$ cat src/rtl/axi_arbiter_r.sv
// Round-robin read-channel (AR/R) arbiter for four AXI masters.
// One transaction outstanding; the grant is held from the AR handshake through RLAST.
module axi_arbiter_r (
  input  logic       ACLK,
  input  logic       ARESETn,
  input  logic       m0_ARVALID,
  input  logic       m0_ARREADY,
  input  logic       m0_RVALID,
  input  logic       m0_RREADY,
  input  logic       m0_RLAST,
  input  logic       m1_ARVALID,
  input  logic       m1_ARREADY,
  input  logic       m1_RVALID,
  input  logic       m1_RREADY,
  input  logic       m1_RLAST,
  input  logic       m2_ARVALID,
  input  logic       m2_ARREADY,
  input  logic       m2_RVALID,
  input  logic       m2_RREADY,
  input  logic       m2_RLAST,
  input  logic       m3_ARVALID,
  input  logic       m3_ARREADY,
  input  logic       m3_RVALID,
  input  logic       m3_RREADY,
  input  logic       m3_RLAST,
  output logic       m0_rgrnt,
  output logic       m1_rgrnt,
  output logic       m2_rgrnt,
  output logic       m3_rgrnt,
  output logic [1:0] rd_owner,
  output logic       rd_busy
);

  typedef enum logic [1:0] {
    IDLE = 2'b00,
    ADDR = 2'b01,
    DATA = 2'b10
  } state_t;

  state_t     state_q, state_d;
  logic [1:0] owner_q, owner_d;

  logic [3:0] arvalid, arready, rvalid, rready, rlast;
  logic [1:0] sel;
  logic       found;

  assign arvalid = {m3_ARVALID, m2_ARVALID, m1_ARVALID, m0_ARVALID};
  assign arready = {m3_ARREADY, m2_ARREADY, m1_ARREADY, m0_ARREADY};
  assign rvalid  = {m3_RVALID,  m2_RVALID,  m1_RVALID,  m0_RVALID};
  assign rready  = {m3_RREADY,  m2_RREADY,  m1_RREADY,  m0_RREADY};
  assign rlast   = {m3_RLAST,   m2_RLAST,   m1_RLAST,   m0_RLAST};

  // Search owner+1 .. owner+4 (mod 4), so the current owner has lowest priority.
  always_comb begin
    sel   = owner_q;
    found = 1'b0;
    for (int unsigned i = 1; i <= 4; i++) begin
      if (!found && arvalid[owner_q + 2'(i)]) begin
        sel   = owner_q + 2'(i);
        found = 1'b1;
      end
    end
  end

  always_comb begin
    state_d = state_q;
    owner_d = owner_q;
    case (state_q)
      IDLE: begin
        if (found) begin
          if (sel != owner_q) begin
            owner_d = sel;
            state_d = ADDR;
          end else if (arready[owner_q]) begin
            state_d = DATA;
          end else begin
            state_d = ADDR;
          end
        end
      end
      ADDR: begin
        if (arvalid[owner_q] && arready[owner_q])
          state_d = DATA;
      end
      DATA: begin
        if (rvalid[owner_q] && rready[owner_q] && rlast[owner_q])
          state_d = IDLE;
      end
      default: state_d = IDLE;
    endcase
  end

  always_ff @(posedge ACLK or negedge ARESETn) begin
    if (!ARESETn) begin
      state_q <= IDLE;
      owner_q <= '0;
    end else begin
      state_q <= state_d;
      owner_q <= owner_d;
    end
  end

  assign m0_rgrnt = (owner_q == 2'd0);
  assign m1_rgrnt = (owner_q == 2'd1);
  assign m2_rgrnt = (owner_q == 2'd2);
  assign m3_rgrnt = (owner_q == 2'd3);
  assign rd_owner = owner_q;
  assign rd_busy  = (state_q != IDLE);

endmodule
$ cat config.mk
export PLATFORM = sky130hd
export DESIGN_NAME = axi_arbiter_r
export DESIGN_NICKNAME = d
export VERILOG_FILES = /design/src/rtl/axi_arbiter_r.sv
export SDC_FILE = /design/constraint.sdc
export NUM_CORES = 1
export LEC_CHECK = 0
export BUFFER_PORTS_ARGS = -buffer_cell sky130_fd_sc_hd__buf_4
export CAP_MARGIN = 20
export CELL_PAD_IN_SITES_DETAIL_PLACEMENT = 2
export CELL_PAD_IN_SITES_GLOBAL_PLACEMENT = 2
export CORE_MARGIN = 2
export CORE_UTILIZATION = 23
export DETAILED_ROUTE_END_ITERATION = 10
export GPL_TIMING_DRIVEN = 0
export PLACE_DENSITY_LB_ADDON = 0.12
export SLEW_MARGIN = 10
export SYNTH_ARGS = -nofsm -noshare
export SYNTH_HDL_FRONTEND = slang
export SYNTH_SLANG_ARGS = --single-unit
$ cat constraint.sdc
create_clock -name ACLK -period 2.7 [get_ports ACLK]
set_clock_uncertainty 0.05 [all_clocks]
set_input_delay 0.54 -clock ACLK [delete_from_list [all_inputs] [get_ports ACLK]]
set_output_delay 0.54 -clock ACLK [all_outputs]
set_load 0.01 [all_outputs]
Yosys cells after proc, flatten, opt, wreduce, memory -nomap -nowiden

Cells that the tools add are included.

Add/sub/neg operators: 3
$lt $le $gt $ge: 4
Eq/ne operators: 9
Muxes and demuxes: 30
Reductions and logical operators: 14

Operators by type and width:

| kind                                               | number |
|---|---|
| two-way mux 2 bit                                  | 9 |
| binary-select mux 1 bit (select 2 bit)             | 8 |
| < comparator 2 x 3 -> 1 bit, second input constant | 4 |
| two-way mux 1 bit                                  | 12 |
| == test 2 bit, second input constant               | 3 |
| logical AND 1 bit                                  | 6 |
| inequality test 2 bit, second input constant       | 3 |
| case mux 2 bit (3 select lines)                    | 1 |
| AND reduction 3 bit                                | 2 |
| adder 2 bit, second input constant                 | 2 |
| == test 2 x 1 -> 1 bit, second input constant      | 2 |
| zero test 2 bit                                    | 2 |
| zero test 1 bit                                    | 3 |
| adder 2 x 1 -> 2 bit, second input constant        | 1 |
| inequality test 2 bit                              | 1 |
| nonzero test 2 bit                                 | 1 |

Bits in registers: 4
Bits of input ports: 22
Logic and storage cells: 62

Logic depth before layout (Yosys ltp)

Depth after elaboration: 17
Depth in mapped cells: 8
Mapped depth without buffers: 7

Worst setup path before layout

Ideal clock, no wire load.

Path type: reg-to-reg
Start: reg owner_q[0], in the netlist rd_owner[0]
End: reg state_q[1]
Library setup time: 92 ps
Arrival: 2099 ps
Data required time: 2558 ps
Slack: 459 ps
Cell stages (with the launch flop): 9
Path through: dfrtp_1 buf_2 inv_1 ha_1 mux4_2 or2_4 nor2_4 nor2_1 o31ai_2

Longest elaborated chain between the ends: 17
Elaborated cells on any way between the ends: 45
Classes of those cells: add/sub: 3; eq/ne: 4; mux: 28; reduce/logical: 10

RTL lines:

| element                                 | line   | RTL |
|---|---|---|
| start: declaration                      | 41     | `logic [1:0] owner_q, owner_d;` |
| start signal: assignment                | 99     | `owner_q <= owner_d;` |
| adder 2 x 1 -> 2 bit                    | 58, 59 |  |
| binary-select mux 1 bit (select 2 bit)  | 58     | `if (!found && arvalid[owner_q + 2'(i)]) begin` |
| two-way mux 1 bit (implied by the code) | 58     |  |
| two-way mux 1 bit                       | 58     |  |
| zero test 1 bit                         | 58     |  |
| logical AND 1 bit                       | 58     |  |
| two-way mux 1 bit                       | 58     |  |
| zero test 1 bit                         | 58     |  |
| logical AND 1 bit                       | 58     |  |
| two-way mux 1 bit                       | 58     |  |
| zero test 1 bit                         | 58     |  |
| logical AND 1 bit                       | 58     |  |
| two-way mux 2 bit                       | 58     |  |
| inequality test 2 bit                   | 71     | `if (sel != owner_q) begin` |
| two-way mux 2 bit                       | 71     |  |
| two-way mux 2 bit                       | 70     | `if (found) begin` |
| case mux 2 bit (3 select lines)         | 68     | `case (state_q)` |
| end signal: assignment                  | 98     | `state_q <= state_d;` |
| end: declaration                        | 40     | `state_t state_q, state_d;` |

Several ways; a longest one is shown, not always the timed one. The select of a mux whose other input is x is not followed.
A chain may end at the register's enable or synchronous reset.

Worst setup path in the final report

Same ends and word-level chain as after synthesis.

==> results.sh <==
export IMPL_hold_path_class="primary input to async pin"
export IMPL_status="completed"
export IMPL_yosys_register_bits=4
export IMPL_fmax_mhz=408
export IMPL_grt_pass1_vias=554
export IMPL_final_period_utilization=0.909
export IMPL_r2r_start="rd_owner[0]"
export IMPL_cp_required_ns=2.78
export IMPL_insertion_delay_ns=0.23
export IMPL_startpoint_type="register"
export IMPL_finalHoldViolCount=0
export IMPL_yosys_warnings=0
export IMPL_cp_max_fo=10
export IMPL_p_leak_nw=0.365
export IMPL_synth_nets=79
export IMPL_synthTopCellsByArea="dfrtp_1, mux4_2, ha_1"
export IMPL_netlist_area_um2=505
export IMPL_period_needed_ns=2.45
export IMPL_cts_setup_buffers=0
export IMPL_rsz0062_at_grt="no"
export IMPL_cp_arrival_ns=2.54
export IMPL_globalplace_congestion=0.730
export IMPL_cts_buffers=3
export IMPL_setup_viol=0
export IMPL_antenna_found_initial=0
export IMPL_cts_hold_buf=0
export IMPL_insertedDiodeCount=0
export IMPL_ys_types=23
export IMPL_root_buffer="clkbuf_4"
export IMPL_path_cells="buf_2, inv_1, ha_1, mux4_2, or2_4, nor2_4, nor2_1, o31ai_2"
export IMPL_synth_top_area_share=0.198
export IMPL_regArea_um2=100
export IMPL_cts_buffer_depth=2
export IMPL_ir_drop_uv=292
export IMPL_slowest_stage="dfrtp_1"
export IMPL_tns_ns=0
export IMPL_start_util=0.250
export IMPL_ant_nets=0
export IMPL_ios=29
export IMPL_drv_cap=0
export IMPL_overflow=0
export IMPL_detailed_place_hpwl_mm=1.31
export IMPL_tightest_slew_ns=0.291
export IMPL_numPortBuffers=28
export IMPL_grtUsageTotal=0.127
export IMPL_multi_input_area_um2=377
export IMPL_fin_nets=112
export IMPL_end_kind="register"
export IMPL_vias_per_cell=4.93
export IMPL_powerDensity_nw_per_um2=1030
export IMPL_grt_max_degree=11
export IMPL_path_class="register to register"
export IMPL_max_stage_delay_ns=0.50
export IMPL_ff2ff_path_depth=8
export IMPL_yosys_area_top_type="dfrtp_1"
export IMPL_slew_headroom=0.805
export IMPL_slew_violations=0
export IMPL_vias=547
export IMPL_yosysSeqAreaShare=0.198
export IMPL_grt_pass1_wl_mm=2.52
export IMPL_dr_pass1_iters=2
export IMPL_drtIter0Drc=5
export IMPL_clkTransAtPathRegs_ns=0.04
export IMPL_n_fill_cell=234
export IMPL_core_area_um2=2020
export IMPL_rrSetupSlack_ns=0.25
export IMPL_routed_wl_mm=1.48
export IMPL_cts_tree="done"
export IMPL_cts_max_level=1
export IMPL_die_area_um2=2590
export IMPL_avgSynthCellArea_um2=9.54
export IMPL_area_growth_pct=52.7
export IMPL_drive_gt1_frac=0.488
export IMPL_rows=16
export IMPL_reg2reg_to="state_q[1]"
export IMPL_synthCells=53
export IMPL_die_w_um=50.9
export IMPL_total_power_uw=793
export IMPL_clock_sinks=4
export IMPL_drcViolationCount=0
export IMPL_ctsResizeCount=0
export IMPL_wl_per_cell_um=13.3
export IMPL_die_h_um=50.9
## registers in the layout (all words and copies together) (netlist names)
signal and cells:
rd_owner 2, state_q 2
## critical path: cells and delay by family, from the launching register on
kind                     cells  cell delay, ns
AO/OA/AOI/OAI                1            0.23
flip-flops                   1            0.50
AND/OR/NAND/NOR              3            0.45
buffers and inverters        2            0.41
adder cells (fa/ha/maj)      1            0.38
multiplexers                 1            0.33
## worst max-delay path by stage
stage                 from  slack, ns    endpoint
6_report       rd_owner[0]       0.25  state_q[1]
5_1_grt        rd_owner[0]       0.04  state_q[1]
4_1_cts        rd_owner[0]       0.20  state_q[1]
3_5_place_dp   rd_owner[0]       0.20  state_q[1]
3_3_place_gp   rd_owner[0]       0.28  state_q[1]
2_1_floorplan  rd_owner[0]       0.46  state_q[1]
## metal layers
| metal | vias up | share of wire | track usage |
|---|---|---|---|
| li1 | 263 | - | - |
| met1 | 265 | 0.39 | 0.148 |
| met2 | 19 | 0.56 | 0.237 |
| met3 | 0 | 0.051 | 0.0205 |
| met4 | 0 | 0 | 0.0405 |
| met5 | - | 0 | 0 |
## cells in the final DEF, fill, tap and decap left out
| cell type | instances |
|---|---|
| a211oi_1 | 2 |
| a21oi_1 | 2 |
| buf_2 | 2 |
| buf_4 | 28 |
| clkbuf_4 | 3 |
| dfrtp_1 | 4 |
| ha_1 | 4 |
| inv_1 | 5 |
| mux2i_1 | 2 |
| mux4_1 | 1 |
| mux4_2 | 4 |
| nand2_1 | 1 |
| nand3_1 | 2 |
| nand3b_1 | 1 |
| nand4_1 | 2 |
| nor2_1 | 7 |
| nor2_4 | 1 |
| nor3_1 | 1 |
| o211ai_1 | 1 |
| o21a_1 | 2 |
| o21ai_0 | 5 |
| o221a_2 | 1 |
| o31ai_2 | 1 |
| or2_4 | 1 |
| xnor2_1 | 1 |
## where the power goes
part	internal [mW]	switching (mW)	total [mW]
Combinational	0.294	0.285	0.579
Sequential	0.0898	0.0520	0.142
Clock	0.0496	0.0225	0.0721
Total	0.434	0.359	0.793
## synth_stat cells, drive strengths merged
library cell  n
buf           2
nand3b        1
o21ai         5
dfrtp         4
nor2          8
mux2i         2
o221a         1
ha            4
xnor2         1
nor3          1
inv           5
a21oi         2
o21a          2
nand3         2
o211ai        1
nand2         1
a211oi        2
or2           1
mux4          5
nand4         2
o31ai         1
## stage by stage
| stage | cells | instance area (um2) | worst slack, ns | hold WS [ns] | utilization |
|---|---|---|---|---|---|
| 3_3_place_gp | 108 | 749 | 0.276 | 0.286 | 0.371 |
| 2_1_floorplan | 53 | 505 | 0.459 | 0.194 | - |
| 5_1_grt | 111 | 772 | 0.0361 | 0.0384 | 0.382 |
| 4_1_cts | 111 | 772 | 0.200 | 0.0433 | 0.382 |
| 3_5_place_dp | 108 | 749 | 0.203 | 0.289 | 0.371 |
| 6_report | 111 | 772 | 0.246 | 0.0483 | 0.382 |
## layout make-up
| class | instances | share of cell area |
|---|---|---|
| multi-input combinational | 42 | 0.488 |
| buffer | 2 | 0.0130 |
| timing repair buffer | 28 | 0.272 |
| tap | 27 | 0.0438 |
| clock buffer | 3 | 0.0292 |
| sequential | 4 | 0.130 |
| inverter | 5 | 0.0243 |
## kinds of logic (layout without fill, tap and decap cells)
family                   after synthesis  in the layout  synth area share
AO/OA/AOI/OAI                         14             14             0.191
XOR/XNOR                               1              1            0.0173
adder cells (fa/ha/maj)                4              4            0.0990
buffers and inverters                  7             38            0.0569
flip-flops                             4              4             0.198
multiplexers                           7              7             0.270
AND/OR/NAND/NOR                       16             16             0.168
Note: power is estimated with default switching activity, not from simulation.
